===== src/rtl/pea_loader_if.sv =====
// Host-side bundle for the PEA loader: command channel, write-data stream and readback stream.
interface pea_loader_if #(
    parameter int CFG_AW = 12,
    parameter int CFG_DW = 96,
    parameter int DW     = 32
);
    logic              cmd_valid;
    logic              cmd_ready;
    logic [1:0]        cmd_op;
    logic [CFG_AW-1:0] cmd_base;
    logic [15:0]       cmd_len;
    logic [15:0]       cmd_arg;
    logic              s_valid;
    logic              s_ready;
    logic [CFG_DW-1:0] s_data;
    logic              m_valid;
    logic              m_ready;
    logic [DW-1:0]     m_data;

    modport master (
        output cmd_valid, cmd_op, cmd_base, cmd_len, cmd_arg, s_valid, s_data, m_ready,
        input  cmd_ready, s_ready, m_valid, m_data
    );

    modport slave (
        input  cmd_valid, cmd_op, cmd_base, cmd_len, cmd_arg, s_valid, s_data, m_ready,
        output cmd_ready, s_ready, m_valid, m_data
    );
endinterface


===== src/rtl/pea_loader.sv =====
// PEA loader: streams config/LDM words into the PE array, launches runs and reads LDM words back,
// one command at a time, with every output driven from a register.
module pea_loader #(
    parameter int CFG_AW = 12,
    parameter int CFG_DW = 96,
    parameter int LDM_AW = 8,
    parameter int DW     = 32
) (
    input  logic              CLK,
    input  logic              RST,
    pea_loader_if.slave       bus,
    output logic              busy,
    output logic [7:0]        start_out,
    output logic [CFG_AW-1:0] CFG_addra_out,
    output logic [CFG_DW-1:0] CFG_dina_out,
    output logic              CFG_ena_out,
    output logic              CFG_wea_out,
    output logic [7:0]        CFG_incr_out,
    output logic [LDM_AW-1:0] LDM_addra_out,
    output logic [DW-1:0]     LDM_dina_out,
    output logic              LDM_ena_out,
    output logic              LDM_wea_out,
    input  logic [DW-1:0]     LDM_douta_in,
    input  logic              LDM_douta_valid_in
);

    typedef enum logic [2:0] {
        IDLE    = 3'd0,
        WR_CFG  = 3'd1,
        WR_LDM  = 3'd2,
        RUN     = 3'd3,
        RD_REQ  = 3'd4,
        RD_WAIT = 3'd5,
        RD_OUT  = 3'd6
    } state_t;

    state_t            state_q;
    logic [CFG_AW-1:0] base_q;
    logic [15:0]       idx_q;
    logic [16:0]       cnt_q;
    logic              cmd_ready_q;
    logic              s_ready_q;
    logic              m_valid_q;
    logic [DW-1:0]     m_data_q;
    logic              busy_q;
    logic [7:0]        start_q;
    logic [7:0]        incr_q;
    logic [CFG_AW-1:0] cfg_addr_q;
    logic [CFG_DW-1:0] cfg_din_q;
    logic              cfg_we_q;
    logic [LDM_AW-1:0] ldm_addr_q;
    logic [DW-1:0]     ldm_din_q;
    logic              ldm_ena_q;
    logic              ldm_wea_q;

    logic              beat_s;
    logic              last_s;
    logic [15:0]       idx_inc_s;
    logic [CFG_AW-1:0] cfg_addr_d;
    logic [LDM_AW-1:0] ldm_addr_d;
    logic [LDM_AW-1:0] ldm_addr_nx_d;

    // cnt counts down the remaining beats/words/cycles; zero marks the final one.
    assign beat_s        = bus.s_valid & s_ready_q;
    assign last_s        = (cnt_q == 17'd0);
    assign idx_inc_s     = idx_q + 16'd1;
    assign cfg_addr_d    = base_q + idx_q[CFG_AW-1:0];
    assign ldm_addr_d    = base_q[LDM_AW-1:0] + idx_q[LDM_AW-1:0];
    assign ldm_addr_nx_d = base_q[LDM_AW-1:0] + idx_inc_s[LDM_AW-1:0];

    // Command sequencer with all outputs registered alongside the state.
    always_ff @(posedge CLK or negedge RST) begin
        if (!RST) begin
            state_q     <= IDLE;
            base_q      <= '0;
            idx_q       <= 16'd0;
            cnt_q       <= 17'd0;
            cmd_ready_q <= 1'b0;
            s_ready_q   <= 1'b0;
            m_valid_q   <= 1'b0;
            m_data_q    <= '0;
            busy_q      <= 1'b0;
            start_q     <= 8'd0;
            incr_q      <= 8'd0;
            cfg_addr_q  <= '0;
            cfg_din_q   <= '0;
            cfg_we_q    <= 1'b0;
            ldm_addr_q  <= '0;
            ldm_din_q   <= '0;
            ldm_ena_q   <= 1'b0;
            ldm_wea_q   <= 1'b0;
        end else begin
            cfg_we_q  <= 1'b0;
            ldm_ena_q <= 1'b0;
            ldm_wea_q <= 1'b0;
            start_q   <= 8'd0;
            case (state_q)
                IDLE: begin
                    cmd_ready_q <= 1'b1;
                    if (bus.cmd_valid && cmd_ready_q) begin
                        cmd_ready_q <= 1'b0;
                        busy_q      <= 1'b1;
                        base_q      <= bus.cmd_base;
                        idx_q       <= 16'd0;
                        cnt_q       <= {1'b0, bus.cmd_len};
                        case (bus.cmd_op)
                            2'b00: begin
                                state_q   <= WR_CFG;
                                s_ready_q <= 1'b1;
                            end
                            2'b01: begin
                                state_q   <= WR_LDM;
                                s_ready_q <= 1'b1;
                            end
                            2'b10: begin
                                // Pulse cycle plus N+1 wait cycles.
                                state_q <= RUN;
                                start_q <= bus.cmd_arg[7:0];
                                incr_q  <= bus.cmd_arg[15:8];
                                cnt_q   <= {1'b0, bus.cmd_len} + 17'd1;
                            end
                            default: begin
                                state_q    <= RD_REQ;
                                ldm_ena_q  <= 1'b1;
                                ldm_addr_q <= bus.cmd_base[LDM_AW-1:0];
                            end
                        endcase
                    end
                end
                WR_CFG, WR_LDM: begin
                    if (beat_s) begin
                        if (state_q == WR_CFG) begin
                            cfg_we_q   <= 1'b1;
                            cfg_addr_q <= cfg_addr_d;
                            cfg_din_q  <= bus.s_data;
                        end else begin
                            ldm_ena_q  <= 1'b1;
                            ldm_wea_q  <= 1'b1;
                            ldm_addr_q <= ldm_addr_d;
                            ldm_din_q  <= bus.s_data[DW-1:0];
                        end
                        if (last_s) begin
                            state_q     <= IDLE;
                            s_ready_q   <= 1'b0;
                            busy_q      <= 1'b0;
                            cmd_ready_q <= 1'b1;
                        end else begin
                            cnt_q <= cnt_q - 17'd1;
                            idx_q <= idx_inc_s;
                        end
                    end else begin
                        state_q <= state_q;
                    end
                end
                RUN: begin
                    if (last_s) begin
                        state_q     <= IDLE;
                        busy_q      <= 1'b0;
                        cmd_ready_q <= 1'b1;
                    end else begin
                        cnt_q <= cnt_q - 17'd1;
                    end
                end
                RD_REQ: begin
                    state_q <= RD_WAIT;
                end
                RD_WAIT: begin
                    if (LDM_douta_valid_in) begin
                        m_data_q  <= LDM_douta_in;
                        m_valid_q <= 1'b1;
                        state_q   <= RD_OUT;
                    end else begin
                        state_q <= RD_WAIT;
                    end
                end
                RD_OUT: begin
                    if (bus.m_ready) begin
                        m_valid_q <= 1'b0;
                        if (last_s) begin
                            state_q     <= IDLE;
                            busy_q      <= 1'b0;
                            cmd_ready_q <= 1'b1;
                        end else begin
                            cnt_q      <= cnt_q - 17'd1;
                            idx_q      <= idx_inc_s;
                            state_q    <= RD_REQ;
                            ldm_ena_q  <= 1'b1;
                            ldm_addr_q <= ldm_addr_nx_d;
                        end
                    end else begin
                        state_q <= RD_OUT;
                    end
                end
                default: begin
                    state_q     <= IDLE;
                    s_ready_q   <= 1'b0;
                    m_valid_q   <= 1'b0;
                    busy_q      <= 1'b0;
                    cmd_ready_q <= 1'b0;
                end
            endcase
        end
    end

    assign bus.cmd_ready = cmd_ready_q;
    assign bus.s_ready   = s_ready_q;
    assign bus.m_valid   = m_valid_q;
    assign bus.m_data    = m_data_q;
    assign busy          = busy_q;
    assign start_out     = start_q;
    assign CFG_addra_out = cfg_addr_q;
    assign CFG_dina_out  = cfg_din_q;
    assign CFG_ena_out   = cfg_we_q;
    assign CFG_wea_out   = cfg_we_q;
    assign CFG_incr_out  = incr_q;
    assign LDM_addra_out = ldm_addr_q;
    assign LDM_dina_out  = ldm_din_q;
    assign LDM_ena_out   = ldm_ena_q;
    assign LDM_wea_out   = ldm_wea_q;

endmodule

===== src/flat_wrapper.sv =====
// flat-port wrapper written by rule: the top's interface ports become plain ports
module pea_loader_flat 
#(
    parameter int CFG_AW = 12,
    parameter int CFG_DW = 96,
    parameter int LDM_AW = 8,
    parameter int DW     = 32
)
  (CLK, RST, busy, start_out, CFG_addra_out, CFG_dina_out, CFG_ena_out, CFG_wea_out, CFG_incr_out, LDM_addra_out, LDM_dina_out, LDM_ena_out, LDM_wea_out, LDM_douta_in, LDM_douta_valid_in, bus_cmd_valid, bus_cmd_op, bus_cmd_base, bus_cmd_len, bus_cmd_arg, bus_s_valid, bus_s_data, bus_m_ready, bus_cmd_ready, bus_s_ready, bus_m_valid, bus_m_data);
  pea_loader_if #(.CFG_AW(CFG_AW), .CFG_DW(CFG_DW), .DW(DW)) bus_i ();
  input  logic CLK;
  input  logic RST;
  output logic busy;
  output logic [7:0] start_out;
  output logic [CFG_AW-1:0] CFG_addra_out;
  output logic [CFG_DW-1:0] CFG_dina_out;
  output logic CFG_ena_out;
  output logic CFG_wea_out;
  output logic [7:0] CFG_incr_out;
  output logic [LDM_AW-1:0] LDM_addra_out;
  output logic [DW-1:0] LDM_dina_out;
  output logic LDM_ena_out;
  output logic LDM_wea_out;
  input  logic [DW-1:0] LDM_douta_in;
  input  logic LDM_douta_valid_in;
  input wire logic [$bits(bus_i.cmd_valid)-1:0] bus_cmd_valid;
  input wire logic [$bits(bus_i.cmd_op)-1:0] bus_cmd_op;
  input wire logic [$bits(bus_i.cmd_base)-1:0] bus_cmd_base;
  input wire logic [$bits(bus_i.cmd_len)-1:0] bus_cmd_len;
  input wire logic [$bits(bus_i.cmd_arg)-1:0] bus_cmd_arg;
  input wire logic [$bits(bus_i.s_valid)-1:0] bus_s_valid;
  input wire logic [$bits(bus_i.s_data)-1:0] bus_s_data;
  input wire logic [$bits(bus_i.m_ready)-1:0] bus_m_ready;
  output wire logic [$bits(bus_i.cmd_ready)-1:0] bus_cmd_ready;
  output wire logic [$bits(bus_i.s_ready)-1:0] bus_s_ready;
  output wire logic [$bits(bus_i.m_valid)-1:0] bus_m_valid;
  output wire logic [$bits(bus_i.m_data)-1:0] bus_m_data;
  assign bus_i.cmd_valid = bus_cmd_valid;
  assign bus_i.cmd_op = bus_cmd_op;
  assign bus_i.cmd_base = bus_cmd_base;
  assign bus_i.cmd_len = bus_cmd_len;
  assign bus_i.cmd_arg = bus_cmd_arg;
  assign bus_i.s_valid = bus_s_valid;
  assign bus_i.s_data = bus_s_data;
  assign bus_i.m_ready = bus_m_ready;
  assign bus_cmd_ready = bus_i.cmd_ready;
  assign bus_s_ready = bus_i.s_ready;
  assign bus_m_valid = bus_i.m_valid;
  assign bus_m_data = bus_i.m_data;
  pea_loader #(.CFG_AW(CFG_AW), .CFG_DW(CFG_DW), .LDM_AW(LDM_AW), .DW(DW)) u_core (.CLK(CLK), .RST(RST), .bus(bus_i), .busy(busy), .start_out(start_out), .CFG_addra_out(CFG_addra_out), .CFG_dina_out(CFG_dina_out), .CFG_ena_out(CFG_ena_out), .CFG_wea_out(CFG_wea_out), .CFG_incr_out(CFG_incr_out), .LDM_addra_out(LDM_addra_out), .LDM_dina_out(LDM_dina_out), .LDM_ena_out(LDM_ena_out), .LDM_wea_out(LDM_wea_out), .LDM_douta_in(LDM_douta_in), .LDM_douta_valid_in(LDM_douta_valid_in));
endmodule

===== config.mk =====
export PLATFORM = sky130hd
export DESIGN_NAME = pea_loader_flat
export DESIGN_NICKNAME = d
export VERILOG_FILES = /design/src/rtl/pea_loader_if.sv /design/src/rtl/pea_loader.sv /design/src/flat_wrapper.sv
export SDC_FILE = /design/constraint.sdc
export NUM_CORES = 1
export LEC_CHECK = 0
export ABC_AREA = 1
export CAP_MARGIN = 10
export CORE_AREA = 5 5 165 167
export CTS_BUF_LIST = sky130_fd_sc_hd__clkbuf_16
export DETAILED_ROUTE_END_ITERATION = 12
export DIE_AREA = 0 0 170 172
export PLACE_DENSITY = 0.81
export SETUP_SLACK_MARGIN = 0.4
export SYNTH_ARGS = -nofsm -noshare
export SYNTH_HDL_FRONTEND = slang
export SYNTH_SLANG_ARGS = --single-unit

===== constraint.sdc =====
create_clock -name CLK -period 2.7 [get_ports CLK]
set_input_delay 0.81 -clock CLK [delete_from_list [all_inputs] [get_ports CLK]]
set_output_delay 0.81 -clock CLK [all_outputs]
set_load 0.03 [all_outputs]

After elaboration in Yosys (flattened, before gate mapping)
Index checks and enable logic that the tools add are counted.

word-level totals
  register bits after elaboration = 251
  output and inout port bits = 204
  logic and storage cells = 129

cells by class
  add/sub/neg operators = 6
  equality and inequality tests = 17
  mux-type cells = 58
  bitwise logic cells = 5
  reductions and logical operators = 25

operators by type and width
  kind                                                                   count
  17-bit 2-to-1 mux                                                      5
  8-bit 2-to-1 mux                                                       9
  17-bit one-hot mux with 4 select lines                                 1
  16-bit 2-to-1 mux                                                      4
  16-bit one-hot mux with 3 select lines                                 1
  1-bit 2-to-1 mux                                                       24
  8-bit one-hot mux with 3 select lines                                  1
  3-bit one-hot mux with 6 select lines                                  1
  16-bit by 1-bit adder with 17-bit output (second input constant)       1
  17-bit zero test                                                       1
  17-bit by 1-bit subtractor with 17-bit output (second input constant)  1
  16-bit by 1-bit adder with 16-bit output (second input constant)       1
  8-bit adder                                                            2
  3-bit 2-to-1 mux                                                       5
  3-bit AND reduction                                                    5
  12-bit adder                                                           1
  2-bit inequality test (second input constant)                          6
  4-bit AND reduction                                                    3
  1-bit one-hot mux with 5 select lines                                  2
  3-bit == test (second input constant)                                  3
  1-bit one-hot mux with 3 select lines                                  3
  3-bit one-hot mux with 3 select lines                                  1
  7-bit AND reduction                                                    1
  3-bit by 2-bit == test with 1-bit output (second input constant)       2
  other kinds (18)                                                       27

Logic depth before layout (Yosys ltp)
  depth in word-level cells = 5
  mapped depth = 17

Least setup slack after synthesis
OpenSTA, ideal clock, no wires.

  path kind = reg2reg
  from = register u_core.idx_q[0]
  to = register u_core.ldm_addr_q[7], in the netlist u_core.LDM_addra_out[7]
  setup time = 0.117 ns
  arrival = 2.124 ns
  slack = 0.459 ns
  stages on the path, launching flop included = 17
  period minus slack after synthesis = 2.241 ns
  cell sequence = dfrtp_1 inv_1 nor2_1 inv_1 nor2_1 inv_1 o21ai_0 o21ai_0 ha_1 nand2_1 o21a_1 nand2_1 inv_1 nand3_1 nand3_1 nand2_1 nand2_1

between the ends
  word-level cells in the longest chain between the ends = 5

RTL lines
  item                                      line               text
  start, declared                           pea_loader.sv:39   logic [15:0] idx_q;
  start signal, assigned                    pea_loader.sv:149  idx_q <= idx_inc_s;
  start signal, assigned                    pea_loader.sv:185  idx_q <= idx_inc_s;
  16-bit by 1-bit adder with 16-bit output  pea_loader.sv:66   assign idx_inc_s = idx_q + 16'd1;
  8-bit adder                               pea_loader.sv:69   assign ldm_addr_nx_d = base_q[LDM_AW-1:0] + idx_inc_s[LDM_AW-1:0];
  8-bit 2-to-1 mux                          pea_loader.sv:179  if (last_s) begin
  8-bit 2-to-1 mux                          pea_loader.sv:177  if (bus.m_ready) begin
  8-bit one-hot mux with 3 select lines *   pea_loader.sv:97   case (state_q)
  end signal, assigned                      pea_loader.sv:125  ldm_addr_q <= bus.cmd_base[LDM_AW-1:0];
  end signal, assigned                      pea_loader.sv:139  ldm_addr_q <= ldm_addr_d;
  end signal, assigned                      pea_loader.sv:188  ldm_addr_q <= ldm_addr_nx_d;
  end, declared                             pea_loader.sv:51   logic [LDM_AW-1:0] ldm_addr_q;

Every way passes the cells marked *; elsewhere a longest branch is shown, timed or not. The select of a mux whose other input is x is not followed.
A chain may end at the register's enable or synchronous reset.

Worst setup path in the final report
  from = register u_core.idx_q[1]
  to = register u_core.ldm_addr_q[7], in the netlist u_core.LDM_addra_out[7]

The elaborated chain is that of the path after synthesis.

==> run_results.csv <==
group,metric,value,unit
detailed_routing,detail_route.first_pass.iterations,7,
synth,synth_nets,1630,
global_route,number_of_global_route_vias_before_repair,11017,
synth,synth_enable_flop_cells,0,
finish,number_of_fillers_in_the_final_layout,2134,
synth,synthDistinctLibCells,43,
finish,non_filler_cells_final,2180,
worst_hold_path,hold_path.class,"in -> async",
synth,main_combinational_cell_family_by_area_after_synthesis,"simple AND/OR/NAND/NOR gates",
finish,syn2layout_area_growth,42.8,%
worst_setup_path,timing.critical_path.fanout_max,4,
floorplan,floorplan.initialDensity,0.462,
floorplan,io-pin-count,384,
placed_design,port-buffer-count,383,
global_route,grt_remaining_overflow,0,
finish,multi_input_area,5200,um2
timing,skew,0.0231,ns
floorplan,dieWidth,170,um
cts,tritoncts_clock_tree,"done",
detailed_routing,via_per_inst,5.11,
worst_setup_path,setup.worst_path.end_class,"flip-flop",
detailed_routing,dr_total_vias,11148,
timing,max-slew-margin-rel,0.568,
detailed_routing,wl_per_cell,17.2,um
synth,synth-adder-area-share,0.0330,
global_route,antenna_found_initial,4,
worst_setup_path,cp_max_delay_cell,"dfrtp_2",
power,pwr_density_cell,439,nW/um2
worst_setup_path,worst_ep_arrival_time,2.67,ns
outcome,status,"completed",
detailed_routing,drtIter0Drc,1075,
timing,timing.final.hold_violations,0,
finish,proportion_of_layout_cells_with_a_drive_suffix_above_1,0.0999,
job,cap_violations,0,
timing,worst_slew_pin_slew,0.643,ns
synth,synth-compound-area-share,0.0532,
placed_design,detailed_place.area,16200,um2
floorplan,fp.dieArea,29200,um2
cts,cts.htree.levels,1,
synth,syn_area_per_cell,8.33,um2
cts,insertion_delay,0.54,ns
floorplan,die_y,172,um
cts,number_of_clock_buffers_inserted_by_tritoncts,26,
worst_setup_path,reg2regPathDepth,16,
placed_design,dpl.hpwl,27700,um
detailed_routing,number_of_remaining_drc_errors,0,
synth,synth.yosys.seq_area_share,0.522,
synth,ys_dominant_reg_cell,"dfrtp_1",
worst_setup_path,critPathRequiredTime,3.11,ns
synth,post_synth_instance_area,11800,um2
power,vdd.ir_drop.worst,0.000441,V
worst_setup_path,timing.critical_path.cells,"nand2_2 > nor2_2 > inv_1 > nor2_1 > inv_1 > o21ai_2 > o21ai_2 > ha_1 > nand2_1 > o21a_1 > nand2_2 > inv_1 > nand3_1 > nand3_2 > nand2_1 > nand2_1",
synth,synth_xor_xnor_area_share,0.0207,
worst_setup_path,critical_path.startpoint,"u_core.idx_q[1]$_DFFE_PN0P_",
placed_design,post-place-cells,2121,
worst_setup_path,r2r_start,"u_core.idx_q[1]$_DFFE_PN0P_",
synth,yosys.area_share.simple,0.292,
synth,async_flop_share,1.00,
cts,cts.clk_slew.worst_paths,0.06,ns
finish,post-route-cell-area,16900,um2
timing,post_route_worst_hold_slack,0.195,ns
cts,cts_hold_buf,0,
worst_setup_path,timing.critical_path.slowest_cell_delay,0.42,ns
cts,clkSinkCount,247,
finish,ff_latch_area,6190,um2
cts,root_buffer_master,"clkbuf_16",
global_route,grt_max_degree,73,
power,leakage,0.00960,uW
timing,rsz0062_at_grt,"yes",
finish,fin_util,0.659,
global_route,globalRouteTotalUtil,0.243,
placed_design,globalplace.congestion,0.952,
finish,fin_nets,2034,
timing,finalSetupViolCount,0,
worst_setup_path,start_kind,"flip-flop",
synth,synth.mux.area_fraction,0.0305,
floorplan,floorplan.core_area,25600,um2
timing,finalWorstPathRequiredPeriod,2.26,ns
timing,final_max_slew_viol_count,0,
cts,clock_path_buffers,3,
synth,syn_inst,1420,
global_route,global_route_wire_length_before_repair,58000,um
timing,final.period_utilization,0.836,
timing,finalSetupTns,0,ns
synth,yosys_warnings,0,
synth,postSynthRegisterBits,247,
detailed_routing,antenna_violating_nets_post_route,0,
timing,maxClockFrequency,443,MHz
worst_setup_path,timing.setup.critical_path_class,"reg -> reg",
floorplan,rows,59,
detailed_routing,final_routed_wirelength_across_all_metal_layers,37400,um
[layer usage]
metal  wire length (um)  vias to the layer above  GRT usage  share of wire
li1                   -                     5301          -              -
met1              14500                     5332      0.310           0.39
met2              18600                      440      0.423           0.50
met3               3110                       75     0.0540          0.083
met4               1190                        0     0.0667          0.032
met5                  0                        -          0              0
[cells by family (layout without fill, tap and decap cells)]
| family | after synthesis | in the layout |
|---|---|---|
| other | 0 | 4 |
| muxes | 32 | 32 |
| AOI/OAI and AO/OA | 109 | 109 |
| buffers and inverters | 131 | 552 |
| DFF | 247 | 247 |
| adders and majority gates | 30 | 30 |
| xor gates and xnor gates | 28 | 28 |
| and+or+nand+nor | 843 | 843 |
[final timing paths]
| kind | end | slack (ns) |
|---|---|---|
| worst max-delay path | u_core.LDM_addra_out[7]$_DFFE_PN0P_ | 0.44 |
| worst min-delay path | u_core.CFG_dina_out[1]$_DFFE_PN0P_ | 0.19 |
| worst max register to register | u_core.LDM_addra_out[7]$_DFFE_PN0P_ | 0.44 |
| worst min register to register | u_core.CFG_incr_out[7]$_DFFE_PN0P_ | 0.47 |
| max in group asynchronous | u_core.state_q[1]$_DFFE_PN0P_ | 1.75 |
| min in group CLK | u_core.CFG_incr_out[7]$_DFFE_PN0P_ | 0.47 |
[state kept, by name (all words and copies together) (netlist names), 3 cells and up]
name	cells
u_core.CFG_dina_out	96
u_core.LDM_dina_out	32
u_core.bus.m_data	32
u_core.cnt_q	17
u_core.CFG_addra_out	12
u_core.base_q	12
u_core.idx_q	12
u_core.CFG_incr_out	8
u_core.LDM_addra_out	8
u_core.start_out	8
u_core.state_q	3
[worst max-delay path: cells and delay by family, from the launching register on]
kind,cells,cell delay (ns)
AND/OR/NAND/NOR,9,0.74
AO/OA/AOI/OAI,3,0.45
flip-flops,1,0.42
adder cells (fa/ha/maj),1,0.34
buffers and inverters,3,0.20
[placed cells by master, fill, tap and decap left out, types with 3 or more instances in the layout]
cell,count
inv_1,71
clkbuf_16,26
mux2_2,32
diode_2,4
nor2_1,83
xor2_1,19
dfrtp_1,242
clkinv_2,6
clkdlybuf4s50_1,178
o21ai_0,42
a211oi_1,3
xnor2_1,8
ha_4,3
buf_4,32
nand2_2,8
o21a_1,4
ha_1,23
nand3_1,54
o21ai_2,9
or2_2,3
a21oi_1,17
inv_2,12
dlygate4sd2_1,204
nand2_4,8
nor2_4,6
o21bai_1,3
clkinv_1,9
o21ai_1,18
dfrtp_2,5
o211ai_1,4
nor2_2,6
nand4_1,13
nor3_1,15
buf_12,7
nand2_1,640
[area by class of cell]
class / count / share of cell area
antenna: 4 / 0.000593
multi-input combinational: 1042 / 0.308
tap: 335 / 0.0248
sequential: 247 / 0.366
clock buffer: 26 / 0.0385
timing repair buffer: 423 / 0.235
clock inverter: 19 / 0.00704
inverter: 84 / 0.0192
[synthesized netlist by cell type, types with 5 or more instances]
cell      number  area, um2
nand2_1      646       2420
dfrtp_1      247       6180
nor2_1        85        319
inv_1         70        263
nand3_1       56        280
o21ai_0       49        245
mux2_2        32        360
ha_1          28        350
buf_2         24        120
xor2_1        20        175
a21oi_1       18       90.1
nor3_1        16       80.1
o21ai_1       15       75.1
clkbuf_1      14       52.6
nand4_1       13       81.3
inv_2         11       41.3
xnor2_1        8       70.1
nand2_4        6       67.6
buf_4          5       37.5
nor2_2         5       31.3
nor2_4         5       56.3
o21ai_2        5       43.8
[stage by stage]
stage                     setup slack, ns  power (uW)
after floorplan                     0.459        3810
after global placement             0.0322        4190
after detailed placement           0.0154        4200
after CTS                           0.402        7500
after global routing                0.295        7680
final                               0.443        7410
[power breakdown]
group	switching [uW]	total, uW	internal [uW]
sequential	0.408	3700	3700
combinational	168	424	256
clock	1450	3290	1830
[what timing repair did]
action	CTS	global route
buffers inserted	6	4
gates resized for setup	216	30
endpoints found under the setup margin	210	9
pin swaps	3	13
(Power assumes the default switching activity.)
